--- src/rtl/ula.sv ---
// Registered 8-bit ALU: 16 ops on A/B selected by ULA_Sel, with a carry/flag bit.
// Latency 1 cycle (result registered on rising clock); no backpressure, accepts an op every cycle.
// Define ULA_SATURATE_EN to clamp ADD/SUB/MUL overflow instead of wrapping.
module ula #(
    parameter int WIDTH = 8
) (
    input  logic             clock,
    input  logic             reset,
    input  logic [WIDTH-1:0] A,
    input  logic [WIDTH-1:0] B,
    input  logic [3:0]       ULA_Sel,
    output logic [WIDTH-1:0] ULA_Out,
    output logic             CarryOut
);

    logic [WIDTH-1:0]   res_d, res_q;
    logic               carry_d, carry_q;
    logic [WIDTH:0]     sum;
    logic [WIDTH:0]     diff;
    logic [2*WIDTH-1:0] prod;
    logic [WIDTH-1:0]   quot;

    assign sum  = {1'b0, A} + {1'b0, B};
    assign diff = {1'b0, A} - {1'b0, B};
    assign prod = {{WIDTH{1'b0}}, A} * {{WIDTH{1'b0}}, B};
    // Guarded divide keeps the divider's output defined when B is zero.
    assign quot = (B == '0) ? '1 : A / B;

    always_comb begin
        res_d   = '0;
        carry_d = 1'b0;
        case (ULA_Sel)
            4'd0: begin
                res_d   = sum[WIDTH-1:0];
                carry_d = sum[WIDTH];
`ifdef ULA_SATURATE_EN
                if (sum[WIDTH]) res_d = '1;
`endif
            end
            4'd1: begin
                res_d   = diff[WIDTH-1:0];
                carry_d = (A < B);
`ifdef ULA_SATURATE_EN
                if (A < B) res_d = '0;
`endif
            end
            4'd2: begin
                res_d   = prod[WIDTH-1:0];
                carry_d = (prod[2*WIDTH-1:WIDTH] != '0);
`ifdef ULA_SATURATE_EN
                if (prod[2*WIDTH-1:WIDTH] != '0) res_d = '1;
`endif
            end
            4'd3: begin
                res_d   = quot;
                carry_d = (B == '0);
            end
            4'd4: begin
                res_d   = {A[WIDTH-2:0], 1'b0};
                carry_d = A[WIDTH-1];
            end
            4'd5: begin
                res_d   = {1'b0, A[WIDTH-1:1]};
                carry_d = A[0];
            end
            4'd6:  res_d = {A[WIDTH-2:0], A[WIDTH-1]};
            4'd7:  res_d = {A[0], A[WIDTH-1:1]};
            4'd8:  res_d = A & B;
            4'd9:  res_d = A | B;
            4'd10: res_d = A ^ B;
            4'd11: res_d = ~(A | B);
            4'd12: res_d = ~(A & B);
            4'd13: res_d = ~(A ^ B);
            4'd14: res_d = {{(WIDTH-1){1'b0}}, (A > B)};
            4'd15: res_d = {{(WIDTH-1){1'b0}}, (A == B)};
            default: begin
                res_d   = '0;
                carry_d = 1'b0;
            end
        endcase
    end

    always_ff @(posedge clock or negedge reset) begin
        if (!reset) begin
            res_q   <= '0;
            carry_q <= 1'b0;
        end else begin
            res_q   <= res_d;
            carry_q <= carry_d;
        end
    end

    assign ULA_Out  = res_q;
    assign CarryOut = carry_q;

endmodule

--- config.mk ---
export PLATFORM = sky130hd
export DESIGN_NAME = ula
export DESIGN_NICKNAME = d
export VERILOG_FILES = /design/src/rtl/ula.sv
export SDC_FILE = /design/constraint.sdc
export NUM_CORES = 1
export LEC_CHECK = 0
export CELL_PAD_IN_SITES_DETAIL_PLACEMENT = 1
export CELL_PAD_IN_SITES_GLOBAL_PLACEMENT = 1
export CORE_UTILIZATION = 45
export DETAILED_ROUTE_END_ITERATION = 8
export DONT_BUFFER_PORTS = 1
export PLACE_DENSITY = 0.87
export SLEW_MARGIN = 20
export SYNTH_ARGS = -nofsm -noshare
export SYNTH_HDL_FRONTEND = slang
export SYNTH_SLANG_ARGS = --single-unit
export TNS_END_PERCENT = 20
--- constraint.sdc ---
create_clock -name clock -period 0.8 [get_ports clock]
set_clock_uncertainty 0.2 [all_clocks]
set_input_delay 0.24 -clock clock [delete_from_list [all_inputs] [get_ports clock]]
set_output_delay 0.24 -clock clock [all_outputs]
set_load 0.05 [all_outputs]
==> flow_metrics.py, run 1 <==
metrics = {
    "status": {
        "status": "stopped before the end",
        "lastStage": "5_1_grt",
        "error_message": "[ERROR GRT-0232] Routing congestion too high. Check the congestion heatmap in the GUI.",
    },
    "placed_design": {
        "dpl.hpwl_mm": 22.23,
        "dpl_cell_area_mm2": 0.007463,
        "place_congestion": 1.015,
        "place_ws_ns": -9.197,
        "place.port_buffers": 0,
    },
    "grt": {
        "gr-total-overflow": 506,
        "grt_max_degree": 52,
        "grt.total_usage": 0.8873,
    },
    "logic_synthesis": {
        "yosysSeqAreaShare": 0.03995,
        "async_reset_ff_frac": 1.000,
        "synthTopCellsByArea": "ha_1 (22%), fa_1 (13%), nor2_1 (5.5%)",
        "ys_seq_elements": 9,
        "synth_top_area_cell": "ha_1",
        "synth_compound_area_frac": 0.2448,
        "synth_ff_type": "dfrtp_1",
        "synth_cell_types": 76,
        "synth_mux_area_frac": 0.04705,
        "synth.avg_cell_area_um2": 7.702,
        "synth_edf_count": 0,
        "synth_top_area_frac": 0.2197,
        "synth_simple_gate_area_frac": 0.2055,
        "synth.cell_area_mm2": 0.005638,
        "synth_fa_ha_area_frac": 0.3546,
        "synth_top_family_by_area": "adder cells",
        "syn_inst": 732,
        "yosysMostFrequentCell": "ha_1",
        "yosys-top-cells-count": "ha_1 (99), nor2_1 (83), inv_1 (77)",
        "synth_nets": 891,
        "ys.warnings.count": 0,
        "synth_xor_area_frac": 0.03262,
    },
    "die": {
        "initial_core_util": 0.4655,
        "die_h_um": 113.9,
        "ioPinCount": 31,
        "die_w_um": 113.9,
        "num_rows": 40,
    },
    "clock_network": {
        "htree_num_levels": 1,
        "cts_buffers": 3,
        "cts.sink_count": 9,
        "cts_buffer_depth": 2,
        "root_buffer": "clkbuf_16",
    },
    "sta": {
        "grt-worst-endpoint": "ULA_Out[0]$_DFF_PN0_/D",
        "endpoint_type": "register input",
    },
}
## cells by family after synthesis
group | count (synthesis)
AOI/OAI and AO/OA | 202
adders and majority gates | 137
and+or+nand+nor | 230
buffers and inverters | 108
muxes | 25
xor gates and xnor gates | 21
DFF | 9
## what timing repair did
action	CTS
hold endpoints to repair	9
pin swaps	41
hold buffers	1
setup buffers	20
gates resized for setup	57
endpoints found under the setup margin	18
## routing by layer
layer,GRT usage,overflow
met3,0.6514,4
met4,1.038,160
met5,0.2392,0
met2,1.102,339
met1,0.8558,3
## per-stage QoR
| stage | utilization | hold slack [ns] | setup TNS (ns) | std cells |
|---|---|---|---|---|
| CTS | 0.6577 | 0.05079 | -51.07 | 1101 |
| detailed placement | 0.6162 | -0.2554 | -52.54 | 1076 |
| global placement | 0.6162 | -0.2554 | -47.22 | 1076 |
| floorplan | - | -0.2556 | -46.24 | 732 |
==> run 2, diff against run 1 <==
==> config.mk (replaced) <==
export PLATFORM = sky130hd
export DESIGN_NAME = ula
export DESIGN_NICKNAME = d
export VERILOG_FILES = /design/src/rtl/ula.sv
export SDC_FILE = /design/constraint.sdc
export NUM_CORES = 1
export LEC_CHECK = 0
export CORE_UTILIZATION = 40
export DETAILED_ROUTE_END_ITERATION = 8
export DONT_BUFFER_PORTS = 1
export PLACE_DENSITY_LB_ADDON = 0.15
export SLEW_MARGIN = 20
export SYNTH_ARGS = -nofsm -noshare
export SYNTH_HDL_FRONTEND = slang
export SYNTH_SLANG_ARGS = --single-unit
export TNS_END_PERCENT = 20
==> constraint.sdc (replaced) <==
create_clock -name clock -period 1 [get_ports clock]
set_clock_uncertainty 0.2 [all_clocks]
set_input_delay 0.3 -clock clock [delete_from_list [all_inputs] [get_ports clock]]
set_output_delay 0.3 -clock clock [all_outputs]
set_load 0.05 [all_outputs]
==> flow_metrics.py, run 2 <==
metrics = {
    "worst_setup_path": {
        "cp.depth": 46,
        "end_kind": "register",
        "cp_slowest_cell": "or4b_1",
        "start_kind": "primary input",
        "crit_required_ns": 0.91,
        "path_buf_inv": 0,
        "startpoint": "B[5]",
        "cp.arrival_ns": 8.87,
        "cp_top_family": "compound AO/OA/AOI/OAI gates",
        "cp_max_fo": 6,
        "endpoint": "ULA_Out[0]",
        "worst_path_largest_cell_delay_ns": 0.48,
        "path_class": "primary input to register",
    },
    "power": {
        "comb_power_share": 0.878,
        "switchingPower_w": 0.004461,
        "p_per_area_mw_per_mm2": 1209,
        "leakagePower_nw": 3.905,
        "p_seq_frac": 0.049,
        "internal_power_w": 0.005359,
        "pwr-share-clk": 0.073,
        "p_sw_frac": 0.4543,
        "peakVddDrop_mv": 0.9807,
        "power_w": 0.009820,
    },
    "sta": {
        "max_freq_mhz": 111.7,
        "timing.slew.headroom": 0.6253,
        "finalMaxSlewViolations": 0,
        "hold_viol": 9,
        "worst_pin_slew_ns": 0.5479,
        "hold_slack_ns": -0.1225,
        "timing.final.setup_violations": 18,
        "min_period_ns": 8.956,
        "rsz0062_at_grt": "yes",
        "fin_crit_sh": 8.956,
        "setup_slack_ns": -7.956,
    },
    "clock_network": {
        "root_buffer": "clkbuf_16",
        "cts.sink_count": 9,
        "cts_buffer_depth": 2,
        "path_clk_slew_ns": 0.04,
        "postCtsHoldBufs": 1,
        "cts_buffers": 3,
        "htree_num_levels": 1,
        "cts_tree": "built",
    },
    "routing": {
        "wl_mm": 19.99,
        "vias": 6369,
        "drc": 0,
        "dr.pass1.iters": 5,
        "drt-vias-per-instance": 5.717,
        "drtAntennaViolNets": 0,
        "routedWlPerCell_um": 17.94,
        "dr.first_iter.drc_count": 402,
    },
    "grt": {
        "grt_max_degree": 52,
        "grt.total_usage": 0.2777,
        "grt_pass1_wl_mm": 32.00,
        "antenna_found_initial": 0,
        "gr-total-overflow": 0,
        "grt_pass1_vias": 6463,
    },
    "final_layout": {
        "drive_gt1_frac": 0.3373,
        "multi_input_area_mm2": 0.005375,
        "largest_reg_flops": 8,
        "final_common_cell": "buf_4",
        "syn2layout_area_growth_pct": 44.10,
        "utilization": 0.5875,
        "final_cell_area_mm2": 0.008124,
        "fillCellCount": 1238,
        "layout_common_cells": "buf_4 (203), ha_1 (90), inv_1 (72)",
        "nNetsFinal": 1094,
        "n_antenna_cell": 0,
        "seqCellArea_um2": 225.2,
    },
    "die": {
        "die_h_um": 120.7,
        "dieArea_mm2": 0.01457,
        "coreArea_mm2": 0.01383,
        "die_w_um": 120.7,
        "ioPinCount": 31,
        "initial_core_util": 0.4077,
        "num_rows": 43,
    },
    "placed_design": {
        "place.port_buffers": 0,
        "place_ws_ns": -8.354,
        "dpl_cell_area_mm2": 0.007441,
        "dpl.hpwl_mm": 15.50,
        "place_congestion": 0.9801,
    },
    "logic_synthesis": {
        "yosysMostFrequentCell": "ha_1",
        "synth_top_area_frac": 0.2197,
        "ys.warnings.count": 0,
        "synth.cell_area_mm2": 0.005638,
        "ys_seq_elements": 9,
        "synth_nets": 891,
        "synth_cell_types": 76,
        "synthTopCellsByArea": "ha_1 (22%), fa_1 (13%), nor2_1 (5.5%)",
        "yosysSeqAreaShare": 0.03995,
        "async_reset_ff_frac": 1.000,
        "synth_ff_type": "dfrtp_1",
        "synth_top_area_cell": "ha_1",
        "synth.avg_cell_area_um2": 7.702,
        "syn_inst": 732,
        "yosys-top-cells-count": "ha_1 (99), nor2_1 (83), inv_1 (77)",
        "synth_edf_count": 0,
    },
    "status": {
        "status": "finished, violations left",
        "violations": "hold timing, setup timing",
    },
    "job": {
        "drv_cap": 0,
    },
    "worst_hold_path": {
        "hp-class": "primary input to async pin",
    },
}
==> run 2: worst min path at each step <==
stage,startpoint,endpoint,depth (start not counted)
6_report,reset,ULA_Out[4],1
5_1_grt,reset,ULA_Out[4],1
4_1_cts,ULA_Sel[3],ULA_Out[4],2
3_5_place_dp,reset,ULA_Out[6],0
3_3_place_gp,reset,ULA_Out[6],0
2_1_floorplan,reset,CarryOut,0
==> run 2: cells by family after synthesis <==
family,count (synthesis),synth area share
muxes,25,0.04705
buffers and inverters,108,0.07546
and+or+nand+nor,230,0.2055
adders and majority gates,137,0.3546
DFF,9,0.03995
AOI/OAI and AO/OA,202,0.2448
xor gates and xnor gates,21,0.03262
==> run 2: final cells by class <==
| class | count | share of cell area |
|---|---|---|
| multi-input cells | 615 | 0.6616 |
| flip-flops and latches | 9 | 0.02772 |
| repair buffers | 226 | 0.2341 |
| well taps | 180 | 0.02772 |
| inverters | 80 | 0.03912 |
| clock buffers | 4 | 0.009703 |
==> run 2: per-layer routing <==
metal | track usage | part of all wire | vias to the layer above
li1 | - | - | 3041
met1 | 0.3609 | 0.44 | 3066
met2 | 0.4587 | 0.46 | 208
met3 | 0.04198 | 0.060 | 54
met4 | 0.1127 | 0.035 | 0
met5 | 0 | 0 | -
==> run 2: per-stage QoR <==
stage / TNS [ns] / std cells
after floorplan: -43.72 / 732
after global placement: -44.97 / 1083
after detailed placement: -46.13 / 1083
after CTS: -44.41 / 1100
after global routing: -47.73 / 1114
final: -44.87 / 1114
==> run 2: power by group through the flow <==
stage / registers [W] / logic, W / clock network (W)
after floorplan: 0.000663 / 0.00462 / 0
after global placement: 0.000483 / 0.00754 / 0
after detailed placement: 0.000484 / 0.00774 / 0
after CTS: 0.000479 / 0.00815 / 0.000720
after global routing: 0.000483 / 0.00948 / 0.000751
final: 0.000477 / 0.00862 / 0.000721
==> run 2: repair_timing <==
item | 4_1_cts | 5_1_grt
setup endpoints to repair | 18 | 27
pin swaps | 21 | 26
endpoints found under the hold margin | 9 | 9
setup buffers | 12 | 14
gates cloned | 0 | 0
gates resized for setup | 35 | 55
(Power assumes the default switching activity.)
==> run 3, diff against run 2 <==
--- a/config.mk
+++ b/config.mk
@@ -5,11 +5,12 @@
 export SDC_FILE = /design/constraint.sdc
 export NUM_CORES = 1
 export LEC_CHECK = 0
+export ABC_AREA = 1
 export CORE_UTILIZATION = 40
 export DETAILED_ROUTE_END_ITERATION = 8
 export DONT_BUFFER_PORTS = 1
 export PLACE_DENSITY_LB_ADDON = 0.15
-export SLEW_MARGIN = 20
+export SLEW_MARGIN = 40
 export SYNTH_ARGS = -nofsm -noshare
 export SYNTH_HDL_FRONTEND = slang
 export SYNTH_SLANG_ARGS = --single-unit
==> flow_metrics.py, run 3 <==
metrics = {
    "status": {
        "status": "finished, violations left",
        "violations": "hold timing, setup timing",
    },
    "worst_setup_path": {
        "cp_max_fo": 12,
        "cp.arrival_ns": 8.29,
        "end_kind": "register",
        "worst_path_largest_cell_delay_ns": 0.29,
        "cp_slowest_cell": "ha_4",
        "start_kind": "primary input",
        "worst_path_most_repeated_cell": "buf_4",
        "path_class": "primary input to register",
        "crit_required_ns": 0.95,
    },
    "logic_synthesis": {
        "synth_ff_type": "dfrtp_1",
        "ys_seq_elements": 9,
        "yosysMostFrequentCell": "nand2_1",
        "synth_nets": 1040,
        "async_reset_ff_frac": 1.000,
        "synth.avg_cell_area_um2": 6.476,
        "synthTopCellsByArea": "ha_1 (22%), fa_1 (13%), nand2_1 (13%)",
        "yosys-top-cells-count": "nand2_1 (201), inv_1 (179), ha_1 (99)",
        "synth_edf_count": 0,
        "synth_top_area_cell": "ha_1",
        "ys.warnings.count": 0,
        "syn_inst": 881,
        "synth_top_area_frac": 0.2171,
        "synth_cell_types": 51,
        "yosysSeqAreaShare": 0.03947,
        "synth.cell_area_mm2": 0.005705,
    },
    "final_layout": {
        "final_cell_area_mm2": 0.009109,
        "n_antenna_cell": 0,
        "layout_common_cells": "buf_4 (270), nand2_1 (181), inv_1 (167)",
        "drive_gt1_frac": 0.3915,
        "seqCellArea_um2": 225.2,
        "nNetsFinal": 1317,
        "final_common_cell": "buf_4",
        "multi_input_area_mm2": 0.005438,
        "syn2layout_area_growth_pct": 59.65,
        "fillCellCount": 1153,
        "largest_reg_flops": 8,
    },
    "job": {
        "drv_cap": 0,
    },
    "sta": {
        "hold_viol": 9,
        "finalMaxSlewViolations": 0,
        "hold_slack_ns": -0.1483,
        "setup_tns_ns": -45.14,
        "rsz0062_at_grt": "yes",
        "timing.slew.headroom": 0.5265,
        "setup_slack_ns": -7.337,
        "min_period_ns": 8.337,
        "max_freq_mhz": 119.9,
        "timing.final.setup_violations": 18,
        "fin_crit_sh": 8.337,
        "worst_pin_slew_ns": 0.7076,
    },
    "routing": {
        "drt-vias-per-instance": 5.193,
        "drtAntennaViolNets": 0,
        "dr.pass1.iters": 7,
        "drc": 0,
        "routedWlPerCell_um": 16.56,
        "vias": 6943,
        "dr.first_iter.drc_count": 609,
        "wl_mm": 22.14,
    },
    "die": {
        "ioPinCount": 31,
        "initial_core_util": 0.4110,
        "num_rows": 43,
        "coreArea_mm2": 0.01388,
        "dieArea_mm2": 0.01475,
        "die_w_um": 121.4,
        "die_h_um": 121.4,
    },
    "worst_hold_path": {
        "hp-class": "primary input to async pin",
    },
    "placed_design": {
        "dpl_cell_area_mm2": 0.007690,
        "dpl.hpwl_mm": 14.90,
        "place_congestion": 0.9409,
        "place.port_buffers": 0,
    },
    "clock_network": {
        "root_buffer": "clkbuf_16",
        "path_clk_slew_ns": 0.04,
        "htree_num_levels": 1,
        "cts.sink_count": 9,
        "cts_buffer_depth": 2,
        "cts_tree": "built",
        "postCtsHoldBufs": 1,
        "cts_buffers": 3,
    },
    "power": {
        "leakagePower_nw": 5.000,
        "peakVddDrop_mv": 0.9210,
        "p_per_area_mw_per_mm2": 1108,
    },
    "grt": {
        "grt_pass1_vias": 6616,
        "gr-total-overflow": 0,
        "grt_pass1_wl_mm": 33.17,
        "grt_max_degree": 14,
        "antenna_found_initial": 0,
        "grt.total_usage": 0.2900,
    },
}
==> run 3: changes by cell type after synthesis, sizes merged, moves of 15 or more <==
cell | before | now
nor3 | 27 | 12
inv | 78 | 187
nand2 | 43 | 206
xor2 | 6 | 22
nor2 | 83 | 54
o21a | 18 | 3
nand3 | 12 | 65
mux2i | 16 | 0
==> run 3: critical path, delay by kind of cell <==
family	cells	cell delay, ns
simple gates	11	0.99
fa+ha+maj	3	0.80
buf+inv	47	5.71
compound gates	4	0.44
==> run 3: cell families (layout without fill, tap and decap cells) <==
group | Yosys count | after routing | share of synthesized area
compound gates | 129 | 129 | 0.1322
simple gates | 369 | 369 | 0.2950
buf+inv | 212 | 488 | 0.1445
xor+xnor | 25 | 25 | 0.03838
flops | 9 | 9 | 0.03947
fa+ha+maj | 137 | 137 | 0.3504
==> run 3: final timing paths <==
path,startpoint,endpoint,slack [ns],depth (start not counted)
setup / recovery,B[0],ULA_Out[5],-7.34,65
min in group clock,A[0],CarryOut,0.15,4
hold / removal,reset,CarryOut,-0.15,1
max in group asynchronous,reset,ULA_Out[1],0.46,1
==> run 3: final cells by class <==
cell class / instances / share of cell area
Timing Repair Buffer: 296 / 0.2644
Inverter: 188 / 0.08049
Clock buffer: 4 / 0.008654
Tap cell: 180 / 0.02473
Multi-Input combinational cell: 660 / 0.5970
Sequential cell: 9 / 0.02473
==> run 3: what timing repair did <==
item                                   4_1_cts  5_1_grt
buffers inserted                            77       16
endpoints found under the hold margin        9        9
pin swaps                                   39       51
gates resized for setup                     53       79
setup endpoints to repair                   18       27
==> run 3: metal layers <==
metal  track usage  share of wire  wire length, um  vias up
met3       0.02773          0.062             1363       75
li1              -              -                -     3367
met2        0.4705           0.46            10170      306
met5             0              0                0        -
met4        0.1412          0.051             1119        0
met1        0.3830           0.43             9484     3195
==> run 3: power by group <==
part	internal [W]	total, W	switching (W)
combinational	0.00442	0.00891	0.00449
clock	0.000533	0.000708	0.000175
sequential	0.000427	0.000475	0.0000480
==> run 3: stage by stage <==
| stage | utilization | setup WS (ns) | total power [W] | std cells | hold WS, ns |
|---|---|---|---|---|---|
| floorplan | - | -6.833 | 0.005108 | 881 | -0.1956 |
| global placement | 0.5540 | -7.218 | 0.007771 | 1242 | -0.1954 |
| detailed placement | 0.5540 | -7.453 | 0.007792 | 1242 | -0.1953 |
| CTS | 0.6229 | -6.917 | 0.009384 | 1324 | 0.1468 |
| global route | 0.6562 | -7.587 | 0.01109 | 1337 | -0.1078 |
| finish | 0.6562 | -7.337 | 0.01009 | 1337 | -0.1483 |
==> run 4, diff against run 3 <==
--- a/config.mk
+++ b/config.mk
@@ -6,10 +6,13 @@
 export NUM_CORES = 1
 export LEC_CHECK = 0
 export ABC_AREA = 1
+export CORE_MARGIN = 2
 export CORE_UTILIZATION = 40
 export DETAILED_ROUTE_END_ITERATION = 8
 export DONT_BUFFER_PORTS = 1
+export MAX_ROUTING_LAYER = met4
 export PLACE_DENSITY_LB_ADDON = 0.15
+export RECOVER_POWER = 100
 export SLEW_MARGIN = 40
 export SYNTH_ARGS = -nofsm -noshare
 export SYNTH_HDL_FRONTEND = slang
==> flow_metrics.py, run 4 (synthesis results as in run 3) <==
metrics = {
    "routing": {
        "drtAntennaViolNets": 0,
        "dr.pass1.iters": 5,
        "drc": 0,
        "vias": 6551,
        "dr.first_iter.drc_count": 474,
        "wl_mm": 19.54,
        "drt-vias-per-instance": 5.063,
        "routedWlPerCell_um": 15.10,
    },
    "grt": {
        "grt_pass1_wl_mm": 30.95,
        "gr-total-overflow": 0,
        "grt_pass1_vias": 6317,
        "grt_max_degree": 14,
        "antenna_found_initial": 0,
        "grt.total_usage": 0.2652,
    },
    "power": {
        "peakVddDrop_mv": 0.9744,
        "power_w": 0.009732,
        "leakagePower_nw": 4.785,
        "p_per_area_mw_per_mm2": 1118,
    },
    "worst_setup_path": {
        "start_kind": "primary input",
        "cp_slowest_cell": "ha_4",
        "path_class": "primary input to register",
        "crit_required_ns": 0.90,
        "end_kind": "register",
        "cp_max_fo": 12,
        "worst_path_largest_cell_delay_ns": 0.29,
        "cp.arrival_ns": 7.90,
    },
    "worst_hold_path": {
        "hp-class": "primary input to async pin",
    },
    "final_layout": {
        "final_cell_area_mm2": 0.008703,
        "n_antenna_cell": 0,
        "drive_gt1_frac": 0.3645,
        "layout_common_cells": "buf_4 (231), nand2_1 (177), inv_1 (168)",
        "syn2layout_area_growth_pct": 52.54,
        "final_common_cell": "buf_4",
        "nNetsFinal": 1274,
        "largest_reg_flops": 8,
        "utilization": 0.6270,
    },
    "die": {
        "dieArea_mm2": 0.01524,
        "die_h_um": 123.4,
        "ioPinCount": 31,
        "initial_core_util": 0.4110,
        "die_w_um": 123.4,
        "num_rows": 43,
        "coreArea_mm2": 0.01388,
    },
    "sta": {
        "max_freq_mhz": 125.0,
        "finalMaxSlewViolations": 0,
        "hold_viol": 9,
        "timing.slew.headroom": 0.5375,
        "rsz0062_at_grt": "yes",
        "worst_pin_slew_ns": 0.6912,
        "fin_crit_sh": 7.998,
        "min_period_ns": 7.998,
        "setup_slack_ns": -6.998,
        "hold_slack_ns": -0.05744,
        "timing.final.setup_violations": 18,
    },
    "clock_network": {
        "cts_buffer_depth": 2,
        "postCtsHoldBufs": 1,
        "path_clk_slew_ns": 0.04,
        "htree_num_levels": 1,
        "cts_buffers": 3,
        "cts.sink_count": 9,
        "cts_tree": "built",
        "root_buffer": "clkbuf_16",
    },
    "job": {
        "drv_cap": 0,
    },
    "placed_design": {
        "dpl.hpwl_mm": 14.90,
        "place.port_buffers": 0,
        "place_congestion": 0.9600,
        "place_ws_ns": -7.366,
        "dpl_cell_area_mm2": 0.007710,
    },
    "status": {
        "violations": "hold timing, setup timing",
        "status": "finished, violations left",
    },
}
-- run 4: changes by cell type in the layout (fill, tap and decap cells not counted), moves of 3 or more --
cell     change
nand2_2      +5
buf_4       -39
o21ai_1      -3
o21ai_0      +4
o21ai_4      -3
buf_6        -7
nand2_1      -4
-- run 4: worst max-delay path, delay by kind of cell --
kind | cells | cell delay (ns)
buf+inv | 14 | 1.37
fa+ha+maj | 7 | 1.66
compound gates | 10 | 1.29
simple gates | 26 | 3.25
-- run 4: worst max-delay path by stage --
stage,end,startpoint,slack [ns]
floorplan,ULA_Out[0],B[0],-6.83
global placement,ULA_Out[0],B[0],-7.16
detailed placement,ULA_Out[0],B[0],-7.37
CTS,ULA_Out[0],B[0],-6.79
global route,ULA_Out[0],B[0],-7.39
finish,ULA_Out[0],B[0],-7.00
-- run 4: routing by layer --
layer  vias up  share of wire  GRT usage
met5         -              0          -
li1       3287              -          -
met4         0          0.030    0.07173
met3        47          0.064    0.02352
met2       221           0.45     0.4220
met1      2996           0.45     0.3611
-- run 4: stage by stage --
stage          instances  setup TNS, ns
3_3_place_gp        1243         -39.60
2_1_floorplan        881         -37.32
3_5_place_dp        1243         -40.21
4_1_cts             1288         -38.75
6_report            1294         -39.51
5_1_grt             1294         -41.86
-- run 4: final cells by class --
class | instances | area [um2]
multi-input cells | 660 | 5365
fillers | 1264 | 5177
repair buffers | 252 | 2074
inverters | 188 | 726.9
flip-flops and latches | 9 | 225.2
well taps | 180 | 225.2
clock buffers | 4 | 78.83
repair inverters | 1 | 7.507
-- run 4: where the power goes --
| part | total, W | switching (W) | internal, W |
|---|---|---|---|
| Clock | 0.000695 | 0.000163 | 0.000532 |
| Sequential | 0.000475 | 0.0000479 | 0.000427 |
| Combinational | 0.00856 | 0.00436 | 0.00420 |
| Total | 0.00973 | 0.00457 | 0.00516 |
-- run 4: repair_timing --
item,CTS,global route
endpoints found under the hold margin,9,9
pin swaps,49,53
cloned,1,0
gates resized for setup,51,59
buffers inserted,39,8
setup endpoints to repair,18,27
